--- src/rtl/adder_pkg.sv ---
// Shared definitions for the carry-lookahead adder: group width, group count
// helper and the generate/propagate pair type.
package adder_pkg;

  localparam int CLA_GROUP_W = 4;

  typedef struct packed {
    logic g;
    logic p;
  } pg_t;

  function automatic int num_groups(input int width);
    return width / CLA_GROUP_W;
  endfunction

endpackage

--- src/rtl/cla_4bit_group.sv ---
// Combinational 4-bit carry-lookahead group: flat two-level carries,
// sum bits, and group generate/propagate for the second lookahead level.
module cla_4bit_group (
  input  logic [3:0] a,
  input  logic [3:0] b,
  input  logic       ci,
  output logic [3:0] s,
  output logic       gg,
  output logic       gp,
  output logic       co
);

  logic [3:0] g;
  logic [3:0] p;
  logic [3:0] c;

  assign g = a & b;
  assign p = a ^ b;

  // Every carry is a direct sum-of-products; no carry feeds another carry.
  assign c[0] = ci;
  assign c[1] = g[0] | (p[0] & ci);
  assign c[2] = g[1] | (p[1] & g[0]) | (p[1] & p[0] & ci);
  assign c[3] = g[2] | (p[2] & g[1]) | (p[2] & p[1] & g[0])
              | (p[2] & p[1] & p[0] & ci);
  assign co   = g[3] | (p[3] & g[2]) | (p[3] & p[2] & g[1])
              | (p[3] & p[2] & p[1] & g[0]) | (p[3] & p[2] & p[1] & p[0] & ci);

  assign gg = g[3] | (p[3] & g[2]) | (p[3] & p[2] & g[1]) | (p[3] & p[2] & p[1] & g[0]);
  assign gp = &p;

  assign s = p ^ c;

endmodule

--- src/rtl/adder_4bit_lookahead.sv ---
// Registered carry-lookahead adder {carry, out} = a + b + cin built from 4-bit groups
// joined by a second-level group lookahead. Optional ADDER_GROUP_PG_EN adds gp/gg outputs.
module adder_4bit_lookahead
  import adder_pkg::*;
#(
  parameter int WIDTH = 4
) (
  input  logic             clk,
  input  logic             rst,
  input  logic [WIDTH-1:0] a,
  input  logic [WIDTH-1:0] b,
  input  logic             cin,
`ifdef ADDER_GROUP_PG_EN
  output logic             gp,
  output logic             gg,
`endif
  output logic [WIDTH-1:0] out,
  output logic             carry
);

  localparam int NG = num_groups(WIDTH);

  generate
    if (WIDTH <= 0 || (WIDTH % CLA_GROUP_W) != 0) begin : g_bad_width
      $error("adder_4bit_lookahead: WIDTH must be a positive multiple of 4");
    end
  endgenerate

  pg_t              grp_pg [NG];
  logic [NG-1:0]    grp_ci;
  logic [NG-1:0]    grp_co;
  logic [WIDTH-1:0] sum_p0;
  logic             carry_p0;

  // Second-level lookahead: each group carry-in is a flat OR of products over
  // lower groups' (GG, GP) and cin, so no group waits on another group's carry.
  always_comb begin
    logic acc;
    logic prod;
    grp_ci = '0;
    for (int k = 0; k < NG; k++) begin
      acc  = 1'b0;
      for (int j = 0; j < k; j++) begin
        prod = grp_pg[j].g;
        for (int m = j + 1; m < k; m++) prod = prod & grp_pg[m].p;
        acc = acc | prod;
      end
      prod = cin;
      for (int m = 0; m < k; m++) prod = prod & grp_pg[m].p;
      grp_ci[k] = acc | prod;
    end
  end

  for (genvar i = 0; i < NG; i++) begin : g_grp
    cla_4bit_group u_grp (
      .a  (a[i*CLA_GROUP_W +: CLA_GROUP_W]),
      .b  (b[i*CLA_GROUP_W +: CLA_GROUP_W]),
      .ci (grp_ci[i]),
      .s  (sum_p0[i*CLA_GROUP_W +: CLA_GROUP_W]),
      .gg (grp_pg[i].g),
      .gp (grp_pg[i].p),
      .co (grp_co[i])
    );
  end

  // The top group's carry-in comes from the lookahead, so its co is the adder carry-out.
  assign carry_p0 = grp_co[NG-1];

`ifdef ADDER_GROUP_PG_EN
  logic gg_p0;
  logic gp_p0;

  always_comb begin
    logic prod;
    gg_p0 = 1'b0;
    gp_p0 = 1'b1;
    for (int j = 0; j < NG; j++) begin
      prod = grp_pg[j].g;
      for (int m = j + 1; m < NG; m++) prod = prod & grp_pg[m].p;
      gg_p0 = gg_p0 | prod;
      gp_p0 = gp_p0 & grp_pg[j].p;
    end
  end

  always_ff @(posedge clk) begin
    if (rst) begin
      gg <= 1'b0;
      gp <= 1'b0;
    end else begin
      gg <= gg_p0;
      gp <= gp_p0;
    end
  end
`endif

  // Stage p0 -> output register
  always_ff @(posedge clk) begin
    if (rst) begin
      out   <= '0;
      carry <= 1'b0;
    end else begin
      out   <= sum_p0;
      carry <= carry_p0;
    end
  end

endmodule

--- config.mk ---
export PLATFORM = sky130hd
export DESIGN_NAME = adder_4bit_lookahead
export DESIGN_NICKNAME = d
export VERILOG_FILES = /design/src/rtl/adder_pkg.sv /design/src/rtl/cla_4bit_group.sv /design/src/rtl/adder_4bit_lookahead.sv
export SDC_FILE = /design/constraint.sdc
export NUM_CORES = 1
export LEC_CHECK = 0
export ABC_AREA = 1
export CORE_AREA = 2 2 39 41
export CTS_BUF_LIST = sky130_fd_sc_hd__clkbuf_4
export CTS_CLUSTER_SIZE = 8
export DETAILED_ROUTE_END_ITERATION = 7
export DIE_AREA = 0 0 41 43
export GPL_TIMING_DRIVEN = 0
export PLACE_DENSITY_LB_ADDON = 0.15
export SETUP_SLACK_MARGIN = 0.02
export SLEW_MARGIN = 20
export SYNTH_ARGS = -nofsm -noshare
export SYNTH_HDL_FRONTEND = slang
export SYNTH_SLANG_ARGS = --single-unit
--- constraint.sdc ---
create_clock -name clk -period 1.2 [get_ports clk]
set_input_delay 0.36 -clock clk [delete_from_list [all_inputs] [get_ports clk]]
set_output_delay 0.36 -clock clk [all_outputs]
set_load 0.01 [all_outputs]
==> qor.yml <==
dieArea_mm2: 0.00176
fmax_ghz: 0.846
critPathTopFamily: "buffers and inverters"
dp_hpwl_um: 454
syn_to_final_growth_pct: 77.3
worst_setup_path_start_kind: "primary input"
ctsRootBufferMaster: "clkbuf_4"
worstMarginPinSlew_ns: 0.113
syn_nets: 53
clk_pin_slew_worst_paths_ns: 0.04
diodes: 0
hold_viol_final: 0
fp-row-count: 14
holdCritStartpoint: "b[2]"
cp_max_fo: 2
postPlaceCellArea_um2: 474
gp_congestion: 0.698
fin_setup_tns_ns: 0
hold_class: "in2reg"
io_buffers: 15
dp.cells: 68
grt_overflow: 0
first_pass_iters: 4
antenna_found_initial: 0
yosysSeqAreaShare_pct: 34.3
grt_pass1_vias: 240
netlist_instances: 37
cts_buffers: 3
ant_nets: 0
max_cap_violations: 0
grt_use_total_pct: 7.03
final_cell_mix: "8 x dlygate4sd2_1, 7 x nor2_1, 6 x nand2_1"
p_leak_nw: 0.252
fin_crit_sh_pct: 98.5
syn-cell-area_um2: 292
final_area_um2: 517
nets: 74
pin_count: 16
final_common_cell: "dlygate4sd2_1"
wirelength_um: 531
crit_buf_inv: 2
avgViaCountPerCell: 4.10
post_drt_wl_per_cell_um: 7.27
drive_above_1_share_pct: 14.0
vias: 299
outcome: "finished, final reports clean"
ys_types: 13
rsz0062_at_grt: "yes"
end_kind: "flip-flop"
route.detailed.drc: 0
cts_tree: "built"
finalCriticalPeriod_ns: 1.18
finalSetupViolCount: 0
numClockSinks: 5
start_util_pct: 21.1
coreArea_mm2: 0.00138
drtIter0Drc: 2
cpPeakStageDelay_ns: 0.40
grt_pass1_wl_um: 800
htree_num_levels: 1
slew_viol_final: 0
required_ns: 1.33
yosys_warnings: 0
power_density_mw_per_mm2: 1060
slew_headroom_pct: 92.4
die_h_um: 43
clk_path_buf_depth: 2
slowest_stage: "clkdlybuf4s50_1"
critPathKind: "in2reg"
arrival_ns: 1.31
cp_cell_sequence: "clkdlybuf4s50_1 -> ha_1 -> inv_1 -> nand3_1 -> nand2_1 -> nor2_1"
ir_drop_mv: 0.271
synth_area_per_cell_um2: 7.88
layout.cells.non_filler: 73
ys_ff_latch: 5
fillerInstances: 146
grt_start_max_net_pins: 5
utilization_pct: 37.3
startpoint: "a[3]"
die_w_um: 41
-- path summary, 6_finish.rpt --
kind	to	slack (ns)	cells after the start
max	out[3]	0.02	6
min	out[2]	0.66	4
-- state kept, by name (all words and copies together), names as in the netlist --
| name | cells |
|---|---|
| out | 4 |
| carry | 1 |
-- repair_timing --
| item | CTS | global route |
|---|---|---|
| gates resized for setup | 14 | 5 |
| hold buffers | 0 | 0 |
| pin swaps | 4 | 2 |
| buffers inserted | 1 | 0 |
| setup endpoints to repair | 10 | 5 |
-- area by class of cell --
type / instances / area (um^2) / share of cell area, %
Multi-Input combinational cell: 27 / 200 / 38.7
Timing Repair Buffer: 16 / 148 / 28.6
Sequential cell: 5 / 100 / 19.4
Clock buffer: 4 / 30.0 / 5.81
Tap cell: 16 / 20.0 / 3.87
Inverter: 5 / 18.8 / 3.63
-- report_power, final --
group	internal [mW]	switching, mW	total [mW]
combinational	0.0831	0.0680	0.151
sequential	0.185	0.00363	0.189
clock	0.148	0.0610	0.209
total	0.416	0.133	0.549
-- tightest hold or removal path, stage by stage --
cell and delay, ns:
clkdlybuf4s15_1 0.21, ha_4 0.15, nor2_1 0.04, nor2_1 0.09
-- synth_stat cells --
library cell / count / area share, %
inv_1: 5 / 6.4
nor2_1: 7 / 9.0
nand4_1: 1 / 2.1
fa_1: 1 / 6.9
a21oi_1: 2 / 3.4
dfxtp_1: 5 / 34
o21ai_0: 1 / 1.7
or2_0: 1 / 2.1
nand3b_1: 1 / 2.6
nand3_1: 2 / 3.4
nand2_1: 6 / 7.7
ha_1: 4 / 17
xor2_1: 1 / 3.0
-- cells by family after synthesis --
logic type | count (synthesis) | synth area share [%]
AO/OA/AOI/OAI | 3 | 5.15
adder cells (fa/ha/maj) | 5 | 24.0
flip-flops | 5 | 34.3
buffers and inverters | 5 | 6.44
AND/OR/NAND/NOR | 18 | 27.0
XOR/XNOR | 1 | 3.00
-- layer usage --
| metal | routed length [um] | global-route usage (%) |
|---|---|---|
| met1 | 213 | 6.43 |
| met5 | 0 | 0 |
| met2 | 269 | 10.9 |
| met4 | 0 | 8.00 |
| met3 | 48 | 1.57 |
-- per-stage QoR --
stage | power (mW) | worst slack [ns] | hold WS [ns]
after global routing | 0.590 | -0.0118 | 0.671
after global placement | 0.353 | -0.458 | 0.942
final | 0.549 | 0.0175 | 0.661
after detailed placement | 0.352 | -0.459 | 0.946
after CTS | 0.557 | 0.0101 | 0.673
after floorplan | 0.269 | 0.0604 | 0.427
(Power assumes the default switching activity.)
==> edit 1 (same flow settings) <==
The option `ADDER_GROUP_PG_EN` is turned on by a define.
--- a/src/rtl/adder_4bit_lookahead.sv
+++ b/src/rtl/adder_4bit_lookahead.sv
@@ -2,2 +2,4 @@
 // joined by a second-level group lookahead. Optional ADDER_GROUP_PG_EN adds gp/gg outputs.
+`define ADDER_GROUP_PG_EN
+
 module adder_4bit_lookahead
Check against the original RTL (old outputs only; new: gg and gp): equivalent (equiv_simple and equiv_induct, registers matched by name and starting in step).
==> edit 1 against the original RTL <==
Critical path depth fell by 1. Total power up 29%. Sequential cell count is 2 higher. Maximum frequency rose by 1.6%. Area after synthesis rose by 39%. Largest power group is now registers. Count of clock-buffer cells in the layout stayed put. Synthesized cell count increased by 46%. Cell area is 30% higher. Worst setup slack improved by 0.019 ns. Wire length up 49%.
==> edit 1: results (changes against the original RTL) <==
stage;metric;value;unit;change
drt;wl_met3;45;um;was 48 um
logic_synthesis;synth_xor_area_share;2.16;%;was 3.00%
power_and_ir_drop;largestPowerGroup;registers;;was the clock network
worst_hold_path;worstHoldPathCells;3;;was 4
logic_synthesis;synth_top_cells_by_count;nand2_1, inv_1, dfxtp_1;;was nor2_1, nand2_1, dfxtp_1, inv_1, ha_1
outcome;status;finished clean;;unchanged
logic_synthesis;yosys.area_share.adder;20.4;%;was 24.0%
drt;drtIter0Drc;3;;was 2
setup_path;arrival;1.31;ns;about the same
drt;vias;397;;was 299
logic_synthesis;ys_types;14;;was 13
logic_synthesis;synth_compound_gate_area_share;4.94;%;was 5.15%
placed_design;placed_cells;87;;was 68
logic_synthesis;synthesis.nets;71;;was 53
setup_path;cpLargestDelayFamily;adder cells;;was buffers and inverters
power_and_ir_drop;max-vdd-ir-drop;0.709;mV;was 0.271 mV
timing;setup_tns;0;ns;unchanged
logic_synthesis;yosys-top-cells-area;dfxtp_1, ha_1, nand2_1, inv_1, nor2_1;;was dfxtp_1, ha_1, nor2_1, nand2_1, fa_1
drt;avgRoutedWirePerCell;8.52;um;was 7.27 um
worst_hold_path;whs_endpoint;carry;;was out[2]
global_routing;grt_pass1_wl;1260;um;was 800 um
drt;wl_met1;354;um;was 213 um
placed_design;place.gp.congestion;0.733;;was 0.698
global_routing;grt_util_met3;7.85;%;was 1.57%
drt;met2_wirelength;392;um;was 269 um
placed_design;preCtsSetupSlack;-0.492;ns;was -0.459 ns
clock_tree;cts_made_buffers;3;;unchanged
power_and_ir_drop;pg_clk;0.000228;W;was 0.000209 W
logic_synthesis;yosysSeqAreaShare;34.6;%;was 34.3%
timing;relSlewSlack;88.5;%;was 92.4%
timing;holdWs;0.503;ns;was 0.661 ns
global_routing;grt_use_total;10.8;%;was 7.03%
clock_tree;root_buffer;clkbuf_4;;unchanged
finish;drive_above_1_share;35.1;%;was 14.0%
global_routing;grt_pass1_vias;344;;was 240
finish;nFillCells;161;;was 146
global_routing;grt_start_max_net_pins;7;;was 5
worst_hold_path;min_from;cin;;was b[2]
power_and_ir_drop;pwr-share-seq;36.9;%;was 34.4%
power_and_ir_drop;power_density;1050;nW/um2;was 1060 nW/um2
global_routing;met1_usage;12.1;%;was 6.43%
setup_path;cp_slowest_cell;ha_4;;was clkdlybuf4s50_1
drt;finalWirelength;792;um;was 531 um
power_and_ir_drop;power.leakage;0.338;nW;was 0.252 nW
power_and_ir_drop;p_switching;0.000192;W;was 0.000133 W
==> edit 1: cell count changes after synthesis, sizes merged <==
cell,delta
ha,+1
a21oi,+2
nand3b,-1
o21ai,-1
nand2,+6
nand3,+3
or2,-1
inv,+6
dfxtp,+2
==> edit 1: repair_timing <==
action,in CTS,in global routing
pin swaps,5,11
buffers inserted,1,1
endpoints found under the setup margin,13,11
gates resized for setup,22,23
==> edit 1: layout make-up <==
class	instances	area, um2	area share (%)
Multi-Input combinational cell	36	294	43.7
Clock buffer	4	30.0	4.46
Sequential cell	7	140	20.8
Timing Repair Buffer	19	148	21.9
Inverter	11	41.3	6.13
Tap cell	16	20.0	2.97
==> edit 1: how the worst max path moves through the flow <==
stage | from | slack [ns] | depth (start not counted) | end
floorplan | a[3] | 0.04 | 7 | carry
CTS | out[1] | 0.02 | 1 | out[1]
finish | b[1] | 0.04 | 5 | out[3]
global route | cin | 0.01 | 5 | out[1]
detailed placement | a[0] | -0.49 | 5 | out[1]
global placement | a[0] | -0.48 | 5 | out[1]
==> edit 2 (same flow settings) <==
Made on the original files. Add an input register stage for `a`, `b` and `cin`; this delays them by one clock. Comments in the files are not updated.
--- a/src/rtl/adder_4bit_lookahead.sv
+++ b/src/rtl/adder_4bit_lookahead.sv
@@ -21,2 +21,12 @@
   localparam int NG = num_groups(WIDTH);
+
+  logic [WIDTH-1:0] a_q;
+  logic [WIDTH-1:0] b_q;
+  logic cin_q;
+
+  always_ff @(posedge clk) begin
+    a_q   <= a;
+    b_q   <= b;
+    cin_q <= cin;
+  end
 
@@ -47,3 +57,3 @@
       end
-      prod = cin;
+      prod = cin_q;
       for (int m = 0; m < k; m++) prod = prod & grp_pg[m].p;
@@ -55,4 +65,4 @@
     cla_4bit_group u_grp (
-      .a  (a[i*CLA_GROUP_W +: CLA_GROUP_W]),
-      .b  (b[i*CLA_GROUP_W +: CLA_GROUP_W]),
+      .a  (a_q[i*CLA_GROUP_W +: CLA_GROUP_W]),
+      .b  (b_q[i*CLA_GROUP_W +: CLA_GROUP_W]),
       .ci (grp_ci[i]),
Check against the original RTL: not equivalent (a bounded check fails within 4 cycles, from zero or initial values and one cycle with rst high).
==> edit 2 against the original RTL <==
Critical path type is now reg2reg. Sequential cell count is 9 higher. Non-clock buffer count is 1 lower. Cell area is 30% higher. Global-route usage is 4.8 points higher. Area after synthesis is 62% higher. Total power is 66% higher. Wire length is 32% higher. Worst setup slack better by 0.071 ns. Combinational power is 5% lower.
==> edit 2: results (changes against the original RTL) <==
stage;metric;value;unit;change
global_routing;grt_start_max_net_pins;8;;was 5
timing;fin_skew;0.00243;ns;
drt;drtIter0Drc;3;;was 2
drt;wl_met3;59;um;was 48 um
setup_path;cp_slowest_cell;dfxtp_1;;was clkdlybuf4s50_1
drt;avgRoutedWirePerCell;8.67;um;was 7.27 um
setup_path;arrival;1.28;ns;was 1.31 ns
clock_tree;path_clk_slew;0.08;ns;was 0.04 ns
logic_synthesis;yosysSeqAreaShare;59.3;%;was 34.3%
setup_path;max_stage_delay;0.33;ns;was 0.40 ns
finish;reg.largest.list;a_q (4), b_q (4), out (4);;was out (4), carry (1)
placed_design;dpl_cell_area;643;um2;was 474 um2
drt;wl_met1;290;um;was 213 um
setup_path;rr_worst_depth;6;;
clock_tree;root_buffer;clkbuf_4;;unchanged
logic_synthesis;avgSynthCellArea;10.1;um2;was 7.88 um2
global_routing;grt_util_met3;7.85;%;was 1.57%
worst_hold_path;whs_endpoint;a_q[2];;was out[2]
logic_synthesis;yosysMostFrequentCell;dfxtp_1;;was nor2_1
outcome;status;finished clean;;unchanged
setup_path;path_max_fanout;4;;was 2
setup_path;end_kind;flop;;unchanged
global_routing;grt_use_total;11.8;%;was 7.03%
global_routing;met1_usage;11.9;%;was 6.43%
drt;vias_per_cell;4.35;;was 4.10
drt;first_pass_iters;2;;was 4
power_and_ir_drop;power.leakage;0.310;nW;was 0.252 nW
global_routing;gr-usage-met2;15.9;%;was 10.9%
clock_tree;cts_made_buffers;3;;unchanged
drt;vias;352;;was 299
timing;worst_pin_slew;0.141;ns;was 0.113 ns
logic_synthesis;ys_warn_count;0;;unchanged
logic_synthesis;synth_top_cells_by_count;dfxtp_1, nor2_1, inv_1, nand2_1, ha_1;;was nor2_1, nand2_1, dfxtp_1, inv_1, ha_1
drt;met2_wirelength;332;um;was 269 um
placed_design;preCtsSetupSlack;-0.0166;ns;was -0.459 ns
worst_hold_path;min_from;a[2];;was b[2]
clock_tree;post-cts-setup-buffers;0;;was 1
setup_path;cpLargestDelayFamily;flip-flops;;was buffers and inverters
placed_design;placed_cells;78;;was 68
finish;nets;83;;was 74
timing;holdWs;0.516;ns;was 0.661 ns
logic_synthesis;ys_types;12;;was 13
worst_hold_path;worstHoldPathCells;1;;was 4
placed_design;hpwl;558;um;was 454 um
logic_synthesis;synthesis.nets;63;;was 53
global_routing;grt_pass1_vias;323;;was 240
timing;hold_violations;0;;unchanged
timing;timing.fmax;0.899;GHz;was 0.846 GHz
global_routing;grt_pass1_wl;1270;um;was 800 um
logic_synthesis;yosys-top-cells-area;dfxtp_1, ha_1, nor2_1, inv_1, nand2_1;;was dfxtp_1, ha_1, nor2_1, nand2_1, fa_1
setup_path;crit_path_start;a_q[1];;was a[3]
drt;top_layer_used;met4;;was met3
finish;drive_above_1_share;20.0;%;was 14.0%
power_and_ir_drop;max-vdd-ir-drop;0.623;mV;was 0.271 mV
placed_design;place.gp.congestion;0.721;;was 0.698
edit 2: power by group:
group	leakage, nW	internal (W)	total (W)	switching [W]
combinational	0.178	0.0000806	0.000143	0.0000624
sequential	0.118	0.000500	0.000513	0.0000131
clock	0.0138	0.000116	0.000253	0.000137
edit 2: kinds of logic (layout without fill, tap and decap cells):
| logic type | Yosys count | count (layout) | synth area share (%) |
|---|---|---|---|
| xor gates and xnor gates | 1 | 1 | 1.85 |
| adders and majority gates | 5 | 5 | 14.8 |
| buffers and inverters | 6 | 24 | 4.76 |
| and+or+nand+nor | 18 | 18 | 16.1 |
| AOI/OAI and AO/OA | 3 | 3 | 3.17 |
| DFF | 14 | 14 | 59.3 |
edit 2: final cells by class:
class                           count  area, um2
Clock buffer                        3       22.5
Fill cell                         149        714
Inverter                            6       22.5
Multi-Input combinational cell     27        195
Sequential cell                    14        284
Tap cell                           16       20.0
Timing Repair Buffer               15        125
